[src/rtl/uart_cfg_rx.sv]
// ----------------------------------------------------------------------------
// uart_cfg_rx : UART receiver for the 5-byte DRSSTC configuration packet
// Rev 1.0     : initial release
// ----------------------------------------------------------------------------
`default_nettype none

module uart_cfg_rx #(
  parameter int CLK_DIV      = 16,
  parameter int PAR_W        = 8,
  parameter int PAR_N        = 5,
  parameter int TIMEOUT_BITS = 32
) (
  input  logic             clk,
  input  logic             rst,
  input  logic             uart_data,
  output logic [PAR_W-1:0] ref_gen,
  output logic [PAR_W-1:0] phase_shift,
  output logic [PAR_W-1:0] ocd_lvl,
  output logic [PAR_W-1:0] int_freq,
  output logic [PAR_W-1:0] int_pw,
  output logic             cfg_valid,
  output logic             frame_err
);

  localparam int CNT_W     = $clog2(CLK_DIV);
  localparam int BIT_W     = $clog2(PAR_W);
  localparam int IDX_W     = (PAR_N > 1) ? $clog2(PAR_N) : 1;
  localparam int TMO_LIMIT = TIMEOUT_BITS * CLK_DIV;
  localparam int TMO_W     = $clog2(TMO_LIMIT + 1);

  localparam logic [CNT_W-1:0] C_HALF_BIT = CNT_W'(CLK_DIV / 2 - 1);
  localparam logic [CNT_W-1:0] C_FULL_BIT = CNT_W'(CLK_DIV - 1);
  localparam logic [BIT_W-1:0] C_LAST_BIT = BIT_W'(PAR_W - 1);
  localparam logic [IDX_W-1:0] C_LAST_IDX = IDX_W'(PAR_N - 1);
  localparam logic [TMO_W-1:0] C_TMO_END  = TMO_W'(TMO_LIMIT - 1);

  typedef enum logic [2:0] {
    S_IDLE      = 3'd0,
    S_START     = 3'd1,
    S_DATA      = 3'd2,
    S_STOP      = 3'd3,
    S_WAIT_HIGH = 3'd4
  } state_t;

  state_t                        state_q, state_d;
  logic                          sync1_q, sync1_d;
  logic                          rxs_q, rxs_d;
  logic [CNT_W-1:0]              cnt_q, cnt_d;
  logic [BIT_W-1:0]              bit_idx_q, bit_idx_d;
  logic [PAR_W-1:0]              shreg_q, shreg_d;
  logic [IDX_W-1:0]              byte_idx_q, byte_idx_d;
  logic [TMO_W-1:0]              tmo_q, tmo_d;
  logic [PAR_N-1:0][PAR_W-1:0]   staging_q, staging_d;
  logic [PAR_N-1:0][PAR_W-1:0]   par_q, par_d;
  logic                          cfg_valid_q, cfg_valid_d;
  logic                          frame_err_q, frame_err_d;

  always_comb begin
    state_d     = state_q;
    sync1_d     = uart_data;
    rxs_d       = sync1_q;
    cnt_d       = cnt_q;
    bit_idx_d   = bit_idx_q;
    shreg_d     = shreg_q;
    byte_idx_d  = byte_idx_q;
    tmo_d       = '0;
    staging_d   = staging_q;
    par_d       = par_q;
    cfg_valid_d = 1'b0;
    frame_err_d = 1'b0;

    case (state_q)
      S_IDLE: begin
        // A start edge takes priority over a coincident timeout expiry
        if (!rxs_q) begin
          state_d = S_START;
          cnt_d   = C_HALF_BIT;
        end else if (byte_idx_q != '0) begin
          if (tmo_q == C_TMO_END) begin
            byte_idx_d = '0;
          end else begin
            tmo_d = tmo_q + 1'b1;
          end
        end
      end

      S_START: begin
        if (cnt_q == '0) begin
          if (!rxs_q) begin
            state_d   = S_DATA;
            cnt_d     = C_FULL_BIT;
            bit_idx_d = '0;
          end else begin
            state_d = S_IDLE;
          end
        end else begin
          cnt_d = cnt_q - 1'b1;
        end
      end

      S_DATA: begin
        if (cnt_q == '0) begin
          shreg_d = {shreg_q[PAR_W-2:0], rxs_q};
          cnt_d   = C_FULL_BIT;
          if (bit_idx_q == C_LAST_BIT) begin
            state_d = S_STOP;
          end else begin
            bit_idx_d = bit_idx_q + 1'b1;
          end
        end else begin
          cnt_d = cnt_q - 1'b1;
        end
      end

      S_STOP: begin
        if (cnt_q == '0) begin
          if (rxs_q) begin
            staging_d[byte_idx_q] = shreg_q;
            state_d               = S_IDLE;
            if (byte_idx_q == C_LAST_IDX) begin
              par_d       = staging_d;
              cfg_valid_d = 1'b1;
              byte_idx_d  = '0;
            end else begin
              byte_idx_d = byte_idx_q + 1'b1;
            end
          end else begin
            frame_err_d = 1'b1;
            byte_idx_d  = '0;
            staging_d   = '0;
            state_d     = S_WAIT_HIGH;
          end
        end else begin
          cnt_d = cnt_q - 1'b1;
        end
      end

      S_WAIT_HIGH: begin
        if (rxs_q) begin
          state_d = S_IDLE;
        end
      end

      default: state_d = S_IDLE;
    endcase
  end

  always_ff @(posedge clk) begin
    if (rst) begin
      state_q     <= S_IDLE;
      sync1_q     <= 1'b1;
      rxs_q       <= 1'b1;
      cnt_q       <= '0;
      bit_idx_q   <= '0;
      shreg_q     <= '0;
      byte_idx_q  <= '0;
      tmo_q       <= '0;
      staging_q   <= '0;
      par_q       <= '0;
      cfg_valid_q <= 1'b0;
      frame_err_q <= 1'b0;
    end else begin
      state_q     <= state_d;
      sync1_q     <= sync1_d;
      rxs_q       <= rxs_d;
      cnt_q       <= cnt_d;
      bit_idx_q   <= bit_idx_d;
      shreg_q     <= shreg_d;
      byte_idx_q  <= byte_idx_d;
      tmo_q       <= tmo_d;
      staging_q   <= staging_d;
      par_q       <= par_d;
      cfg_valid_q <= cfg_valid_d;
      frame_err_q <= frame_err_d;
    end
  end

  assign ref_gen     = par_q[0];
  assign phase_shift = par_q[1];
  assign ocd_lvl     = par_q[2];
  assign int_freq    = par_q[3];
  assign int_pw      = par_q[4];
  assign cfg_valid   = cfg_valid_q;
  assign frame_err   = frame_err_q;

endmodule

`default_nettype wire

[config.mk]
export PLATFORM = sky130hd
export DESIGN_NAME = uart_cfg_rx
export DESIGN_NICKNAME = d
export VERILOG_FILES = /design/src/rtl/uart_cfg_rx.sv
export SDC_FILE = /design/constraint.sdc
export NUM_CORES = 1
export LEC_CHECK = 0
export BUFFER_PORTS_ARGS = -buffer_cell sky130_fd_sc_hd__buf_2
export CAP_MARGIN = 10
export CORE_MARGIN = 10
export CORE_UTILIZATION = 25
export CTS_CLUSTER_DIAMETER = 150
export DETAILED_ROUTE_END_ITERATION = 8
export PLACE_DENSITY_LB_ADDON = 0.3
export RECOVER_POWER = 100
export SETUP_SLACK_MARGIN = 0.2
export SLEW_MARGIN = 20
export SYNTH_ARGS = -nofsm -noshare
export SYNTH_HDL_FRONTEND = slang
export SYNTH_SLANG_ARGS = --single-unit
[constraint.sdc]
create_clock -name clk -period 3.42 [get_ports clk]
set_clock_uncertainty 0.1 [all_clocks]
set_input_delay 0.342 -clock clk [delete_from_list [all_inputs] [get_ports clk]]
set_output_delay 0.342 -clock clk [all_outputs]
set_load 0.02 [all_outputs]
# Word-level counts from Yosys, hierarchy flattened
# Cells that the tools add are included.
# word_totals
inputBits	3
wordCells	101
output_inout_bits	42
regBits	115
# op_classes
mux	33
n_bitwise	5
eq_ne	20
add_sub_neg	4
n_lt_le_gt_ge	2
n_reduce_logical	17
# ops
cell	count
$mux 3	17
$bwmux 40	1
$mux 40	1
$demux 8 s3	1
$ne 2x2->1 const B	12
$mux 4	5
$pmux 4 s4	1
$pmux 3 s5	1
$pmux 3 s2	2
$add 10x1->10 const B	1
$eq 10x9->1 const B	1
$reduce_and 5->1	2
$eq 3x3->1 const B	3
$mux 8	1
$reduce_and 4->1	2
$add 3x1->3 const B	2
$eq 3x2->1 const B	2
$reduce_and 6->1	1
$not 1->1	5
$reduce_or 5->1	1
$logic_not 4->1	1
$lt 3x4->1 const B	1
$reduce_and 2->1	2
$reduce_bool 2->1	2
other kinds (12)	13

# Logic depth before layout (Yosys ltp)
# Gate-level depths: netlist (run 1).
# logic_depth
ltp_word	6
ltp_mapped	9
depth_no_buf	6

# Worst setup path after synthesis (run 1)
# OpenSTA, ideal clock, no wires.
# synth_timing
path_kind	reg2reg
startpoint	register cnt_q[0]
endpoint	register staging_q[26] in the netlist's numbering
arrival_time_ps	1962
setup_slack_ps	1299
path_stages_with_launch	8
setup_time_ps	59
n_path_buf	1
t_required_ps	3261
synth_period_minus_slack_ps	2121
cell_sequence	dfxtp_1 -> inv_1 -> ha_1 -> or4b_1 -> buf_2 -> or4b_4 -> nor2_8 -> a22o_1
# synth_via
elab_chain_len	2
# synth_lines
element	line_no	source
start: declaration	48	logic [CNT_W-1:0] cnt_q, cnt_d;
start signal: assignment	166	cnt_q <= cnt_d;
$logic_not 4->1	116	if (cnt_q == '0) begin
$reduce_and 2->1 (no line)	n/a	
end signal: assignment	171	staging_q <= staging_d;
end: declaration	53	logic [PAR_N-1:0][PAR_W-1:0] staging_q, staging_d;
# Every way passes these cells.
# A chain may end at the register's enable or synchronous reset.

# Final worst setup path (run 1)
# layout_timing
startpoint	register cnt_q[0]
endpoint	register par_q (netlist bit ref_gen[4])
# layout_via
elab_chain_len	2
# layout_lines
element	line_no	source
$logic_not 4->1	116	
$reduce_and 4->1 (no line)	n/a	
end signal: assignment	172	par_q <= par_d;
end: declaration	54	logic [PAR_N-1:0][PAR_W-1:0] par_q, par_d;
# Every way passes these cells.

==> results of run 1 <==
-- kinds of logic after synthesis --
group                    after synthesis  synth area share
AO/OA/AOI/OAI                        103            0.1901
XOR/XNOR                               8           0.01550
adder cells (fa/ha/maj)                6           0.01661
buffers and inverters                 43           0.03764
flip-flops                           115            0.5093
multiplexers                          51            0.1132
AND/OR/NAND/NOR                       93            0.1176
-- state kept, by name, summed over array words and instances, names as in the netlist --
name	count
ocd_lvl	8
byte_idx_q	3
bit_idx_q	3
int_pw	8
phase_shift	8
shreg_q	8
tmo_q	10
int_freq	8
staging_q	40
rxs_q	1
rxs_d	1
state_q	3
frame_err	1
ref_gen	8
cfg_valid	1
cnt_q	4
-- cell usage after synthesis (7+ instances only) --
master and n:
nand3_1 9, a22o_1 42, a21oi_1 8, buf_2 7, mux2i_1 50, nor2_1 32, nand2b_1 7, nor3_1 8
nand2_1 8, clkbuf_1 27, dfxtp_1 115, o2bb2ai_1 40
-- critical path, stage by stage, from the launching register on --
cell,delay [ns]
dfxtp_1,0.33
inv_1,0.06
ha_1,0.20
or4b_1,0.57
nor3_1,0.31
nand2b_1,0.09
clkbuf_2,0.49
o2bb2ai_1,0.32
-- layer usage --
layer  vias to the layer above  GRT usage  wire, µm
li1                       1616          -         -
met1                      1538     0.1154      5424
met2                        54     0.1453      4915
met3                         9    0.02690       355
met4                         0    0.03374       153
met5                         -          0         0
-- stage by stage --
| stage | hold WS, ns | setup WS, ns | power (W) | util | cell area (µm²) |
|---|---|---|---|---|---|
| 2_1_floorplan | 0.2895 | 1.299 | 0.001438 | - | 4521 |
| 3_3_place_gp | 0.2937 | 1.000 | 0.001450 | 0.2752 | 4927 |
| 3_5_place_dp | 0.2958 | 0.9734 | 0.001453 | 0.2752 | 4927 |
| 4_1_cts | 0.003111 | 0.9684 | 0.003266 | 0.3095 | 5540 |
| 5_1_grt | 0.008289 | 0.5333 | 0.003331 | 0.3063 | 5484 |
| 6_report | 0.02235 | 0.8558 | 0.003224 | 0.3063 | 5484 |
-- power groups by stage --
| stage | clock [W] | sequential, W | combinational, W |
|---|---|---|---|
| 5_1_grt | 0.00190 | 0.00136 | 0.0000780 |
| 3_3_place_gp | 0 | 0.00139 | 0.0000647 |
| 6_report | 0.00180 | 0.00136 | 0.0000681 |
| 2_1_floorplan | 0 | 0.00138 | 0.0000568 |
| 4_1_cts | 0.00184 | 0.00136 | 0.0000678 |
| 3_5_place_dp | 0 | 0.00139 | 0.0000676 |
-- path summary, 6_finish.rpt --
kind	startpoint	end	slack (ns)
setup / recovery	cnt_q[0]$_SDFFE_PP0P_	ref_gen[4]$_SDFFE_PP0P_	0.86
hold / removal	uart_data	rxs_d$_SDFF_PP1_	0.02
setup reg to reg	cnt_q[0]$_SDFFE_PP0P_	ref_gen[4]$_SDFFE_PP0P_	0.86
hold reg to reg	rxs_d$_SDFF_PP1_	rxs_q$_SDFF_PP1_	0.30
-- cell type report --
type,count,area (µm²)
clock buffers,20,456.7
repair buffers,50,209.0
inverters,6,22.52
flip-flops and latches,115,2302
multi-input cells,261,2051
clock inverters,12,156.4
well taps,229,286.5
fillers,1861,12420
==> flow_summary.toml, run 1 <==
[run_status]
status = "finished clean"

[pwr]
combPwrFrac = 0.021
switching_power_w = 0.0006720
power.internal_w = 0.002552
p_sw_frac = 0.2084
seqPwrFrac = 0.421
max-vdd-ir-drop_mv = 0.3032
powerDensity_nw_per_um2 = 587.9
clkPwrFrac = 0.558
p_leak_nw = 2.003

[clocking]
clk_pin_slew_ns = 0.05
cts_made_buffers = 17
clockRootBuffer = "clkbuf_16"
cts_tree = "done"
htree_levels = 4
hold_buffers = 0
cts_setup_buffers = 0
clk_path_buf_depth = 2
cts_sinks = 115
insertion_delay_ns = 0.40
cts_resized = 0

[synthesis]
yosysTopAreaCell = "dfxtp_1"
synth-seq-cells = 115
syn_nets = 428
yosysSeqAreaShare = 0.5093
async_flop_share = 0
postSynthCellCount = 419
synth_top_area_share = 0.5093
yosysWarnings = 0
synth_edf_count = 0
synth_area_um2 = 4521
synth_area_leaders = "dfxtp_1 51%, mux2i_1 11%, a22o_1 8.1%, o2bb2ai_1 7.7%, nor2_1 2.7%"
ys.flop_type = "dfxtp_1"
synth_cell_type_count = 40
syn_avg_cell_area_um2 = 10.79

[floorplan]
chipWidth_um = 154.5
placementRows = 49
initial_core_util = 0.2525
core_um2 = 17900
die_y_um = 154.5
dieArea_um2 = 23860
ios = 45

[timing]
setup_tns_ns = 0
period_minus_slack_ns = 2.564
slew_headroom = 0.02940
rsz0062_at_grt = "no"
hold_viol_final = 0
tightest_slew_ns = 1.456
fmax_mhz = 390.0
final_max_slew_viol_count = 0
setup_viol = 0
timing.final.crit_share = 0.7498

[cells_and_area]
drive_gt1_frac = 0.1056
most-common-layout-cells = "115 x dfxtp_1, 50 x mux2i_1, 44 x clkbuf_1"
finish.net_count = 460
fin_cells = 693
insertedDiodeCount = 0
syn_to_final_growth_pct = 21.31
final_common_cell = "dfxtp_1"

[placement]
port_buffers = 44
dp.final_hpwl_um = 7219
dp_cells = 661
place.gp.congestion = 0.7705

[setup_path]
r2r.worst_path.cells = 7
cp-end-kind = "flop"
crit_required_ns = 3.64
criticalPathCategory = "flop to flop"
crit_arrival_ns = 2.78
crit_fanout = 41
start_kind = "flop"

[routing]
post_drt_wl_per_cell_um = 15.65
dr.pass1.iters = 4
wirelength_um = 10850
ant_nets = 0
num_vias = 3217
drt-initial-drc-count = 236
vias_per_cell = 4.642
drc = 0

[global_routing]
antenna_found_initial = 0
overflow = 0
grt_pass1_wl_um = 17900
grt_pass1_vias = 3341
grt_max_degree = 42
grt_use_total = 0.09181

[flow_run]
cap_violations = 0

[min_path]
whs_path_depth = 2
min_path_type = "primary input to flop"
Power figures use the tool's default switching activity.
==> run 2: changes to the inputs <==
--- a/config.mk
+++ b/config.mk
@@ -5,6 +5,7 @@
 export SDC_FILE = /design/constraint.sdc
 export NUM_CORES = 1
 export LEC_CHECK = 0
+export ABC_AREA = 1
 export BUFFER_PORTS_ARGS = -buffer_cell sky130_fd_sc_hd__buf_2
 export CAP_MARGIN = 10
 export CORE_MARGIN = 10
==> constraint.sdc (replaced) <==
create_clock -name clk -period 2.6 [get_ports clk]
set_clock_uncertainty 0.1 [all_clocks]
set_input_delay 0.26 -clock clk [delete_from_list [all_inputs] [get_ports clk]]
set_output_delay 0.26 -clock clk [all_outputs]
set_load 0.02 [all_outputs]
==> flow_summary.toml, run 2 <==
[synthesis]
ys.flop_type = "dfxtp_1"
yosysWarnings = 0
yosysSeqAreaShare = 0.4788
synth-seq-cells = 115
yosysTopAreaCell = "dfxtp_1"
yosysMostFrequentCell = "nand2_1"
synth_edf_count = 0
synth_common_cells = "254 x nand2_1, 115 x dfxtp_1, 60 x nand3_1"
synth_area_um2 = 4808
syn_nets = 685
synth_top_area_share = 0.4788
synth_area_leaders = "dfxtp_1 48%, nand2_1 20%, nand3_1 6.2%, a21oi_1 6.1%, o21ai_0 5.4%"
postSynthCellCount = 676
syn_avg_cell_area_um2 = 7.113
synth_cell_type_count = 26
async_flop_share = 0

[clocking]
cts_sinks = 115
clockRootBuffer = "clkbuf_16"
cts_made_buffers = 17
clk_path_buf_depth = 2
clk_pin_slew_ns = 0.05
htree_levels = 4
cts_tree = "done"
insertion_delay_ns = 0.41

[cells_and_area]
most-common-layout-cells = "255 x nand2_1, 115 x dfxtp_1, 60 x nand3_1"
drive_gt1_frac = 0.06849
fill_cells = 2043
final_cell_area_um2 = 5806
insertedDiodeCount = 0
reg_top3 = "staging_q x40, tmo_q x10"
largest_reg_flops = 40
syn_to_final_growth_pct = 20.74
final_common_cell = "nand2_1"
largest-register = "staging_q"
finish.net_count = 727
multi_input_area_um2 = 2226
regArea_um2 = 2302

[placement]
dp.final_hpwl_um = 8237
port_buffers = 44
place.gp.congestion = 0.7948
placed_cell_area_um2 = 5281

[floorplan]
ios = 45
placementRows = 50
core_um2 = 18830
chipWidth_um = 158.7
die_y_um = 158.7
dieArea_um2 = 25180
initial_core_util = 0.2553

[setup_path]
startpoint = "cnt_q[0]$_SDFFE_PP0P_"
start_kind = "flop"
r2r_end = "ref_gen[1]$_SDFFE_PP0P_"
criticalPathCategory = "flop to flop"
crit_required_ns = 2.81
reg2reg_slack_ns = 0.47
rr_startpoint = "cnt_q[0]$_SDFFE_PP0P_"
r2r.worst_path.cells = 11
cp-end-kind = "flop"
crit_arrival_ns = 2.34
crit_fanout = 27
crit_end = "ref_gen[1]$_SDFFE_PP0P_"

[pwr]
powerDensity_nw_per_um2 = 828.5
max-vdd-ir-drop_mv = 0.4848
power.internal_w = 0.003454
combPwrFrac = 0.141
p_leak_nw = 2.220
switching_power_w = 0.001356
p_sw_frac = 0.2819
seqPwrFrac = 0.397
clkPwrFrac = 0.463

[global_routing]
grt_use_total = 0.1043
antenna_found_initial = 0
grt_max_degree = 49
grt_pass1_vias = 4165
grt_pass1_wl_um = 20670
overflow = 0

[routing]
wirelength_um = 12230
dr.pass1.iters = 6
drc = 0
num_vias = 4256
vias_per_cell = 4.299
ant_nets = 0
post_drt_wl_per_cell_um = 12.35
drt-initial-drc-count = 270

[timing]
hold_viol_final = 0
tightest_slew_ns = 1.046
fmax_mhz = 469.2
timing.final.crit_share = 0.8197
setup_viol = 0
setup_tns_ns = 0
slew_headroom = 0.3026
final_max_slew_viol_count = 0
rsz0062_at_grt = "no"
period_minus_slack_ns = 2.131

[flow_run]
cap_violations = 0

[run_status]
status = "finished clean"

[min_path]
min_path_type = "flop to flop"
hp-start = "rxs_d$_SDFF_PP1_"
-- run 2: how the worst min path moves through the flow --
| stage | end | slack, ns | cells past startpoint |
|---|---|---|---|
| after floorplan | rxs_d$_SDFF_PP1_ | 0.26 | 1 |
| after global placement | rxs_q$_SDFF_PP1_ | 0.29 | 1 |
| after detailed placement | rxs_q$_SDFF_PP1_ | 0.29 | 1 |
| after CTS | rxs_q$_SDFF_PP1_ | 0.31 | 1 |
| after global routing | rxs_q$_SDFF_PP1_ | 0.33 | 1 |
| final | rxs_q$_SDFF_PP1_ | 0.31 | 1 |
-- run 2: repair_timing --
action,in CTS,in global routing
hold endpoints to repair,1,0
endpoints found under the setup margin,0,43
gates resized for setup,0,1
setup buffers,0,2
hold buffers,1,0
-- run 2: area by class of cell --
| cell class | count | area share |
|---|---|---|
| well taps | 260 | 0.05603 |
| clock inverters | 11 | 0.01940 |
| multi-input cells | 496 | 0.3834 |
| repair buffers | 56 | 0.04698 |
| clock buffers | 20 | 0.07694 |
| inverters | 32 | 0.02069 |
| flip-flops and latches | 115 | 0.3966 |
-- run 2: kinds of logic after synthesis --
| group | after synthesis | share of synthesized area |
|---|---|---|
| simple gates | 371 | 0.3198 |
| flops | 115 | 0.4788 |
| compound gates | 113 | 0.1181 |
| buf+inv | 65 | 0.05673 |
| xor+xnor | 6 | 0.01093 |
| fa+ha+maj | 6 | 0.01561 |
-- run 2: per-stage QoR --
step | std cells | power, W | util | setup WS, ns | hold slack, ns
6_report | 990 | 0.004810 | 0.3083 | 0.4689 | 0.3060
5_1_grt | 990 | 0.005087 | 0.3083 | 0.1673 | 0.3264
4_1_cts | 988 | 0.004889 | 0.3107 | 0.3198 | 0.3071
3_5_place_dp | 956 | 0.002635 | 0.2805 | 0.3418 | 0.2923
3_3_place_gp | 956 | 0.002636 | 0.2805 | 0.3810 | 0.2928
2_1_floorplan | 676 | 0.002461 | - | 1.007 | 0.2638
-- run 2: worst max-delay path, stage by stage (launching register included) --
cell	delay (ns)
dfxtp_1	0.31
inv_1	0.09
ha_1	0.20
nand2_1	0.07
nor2_1	0.29
nand2_4	0.11
nor2_4	0.11
buf_6	0.23
nand2_1	0.10
buf_4	0.23
nand3_1	0.11
nand2_1	0.05
-- run 2: power by group through the flow --
| stage | registers, W | logic (W) | clock network [W] |
|---|---|---|---|
| 4_1_cts | 0.00191 | 0.000695 | 0.00229 |
| 2_1_floorplan | 0.00193 | 0.000530 | 0 |
| 3_3_place_gp | 0.00194 | 0.000691 | 0 |
| 3_5_place_dp | 0.00194 | 0.000691 | 0 |
| 6_report | 0.00191 | 0.000677 | 0.00222 |
| 5_1_grt | 0.00192 | 0.000788 | 0.00238 |
-- run 2: metal layers --
layer / global-route usage / routed length, µm / vias to the layer above
li1: - / - / 2275
met1: 0.1287 / 6026 / 1906
met2: 0.1603 / 5373 / 61
met3: 0.04101 / 676 / 14
met4: 0.03838 / 152 / 0
met5: 0 / 0 / -
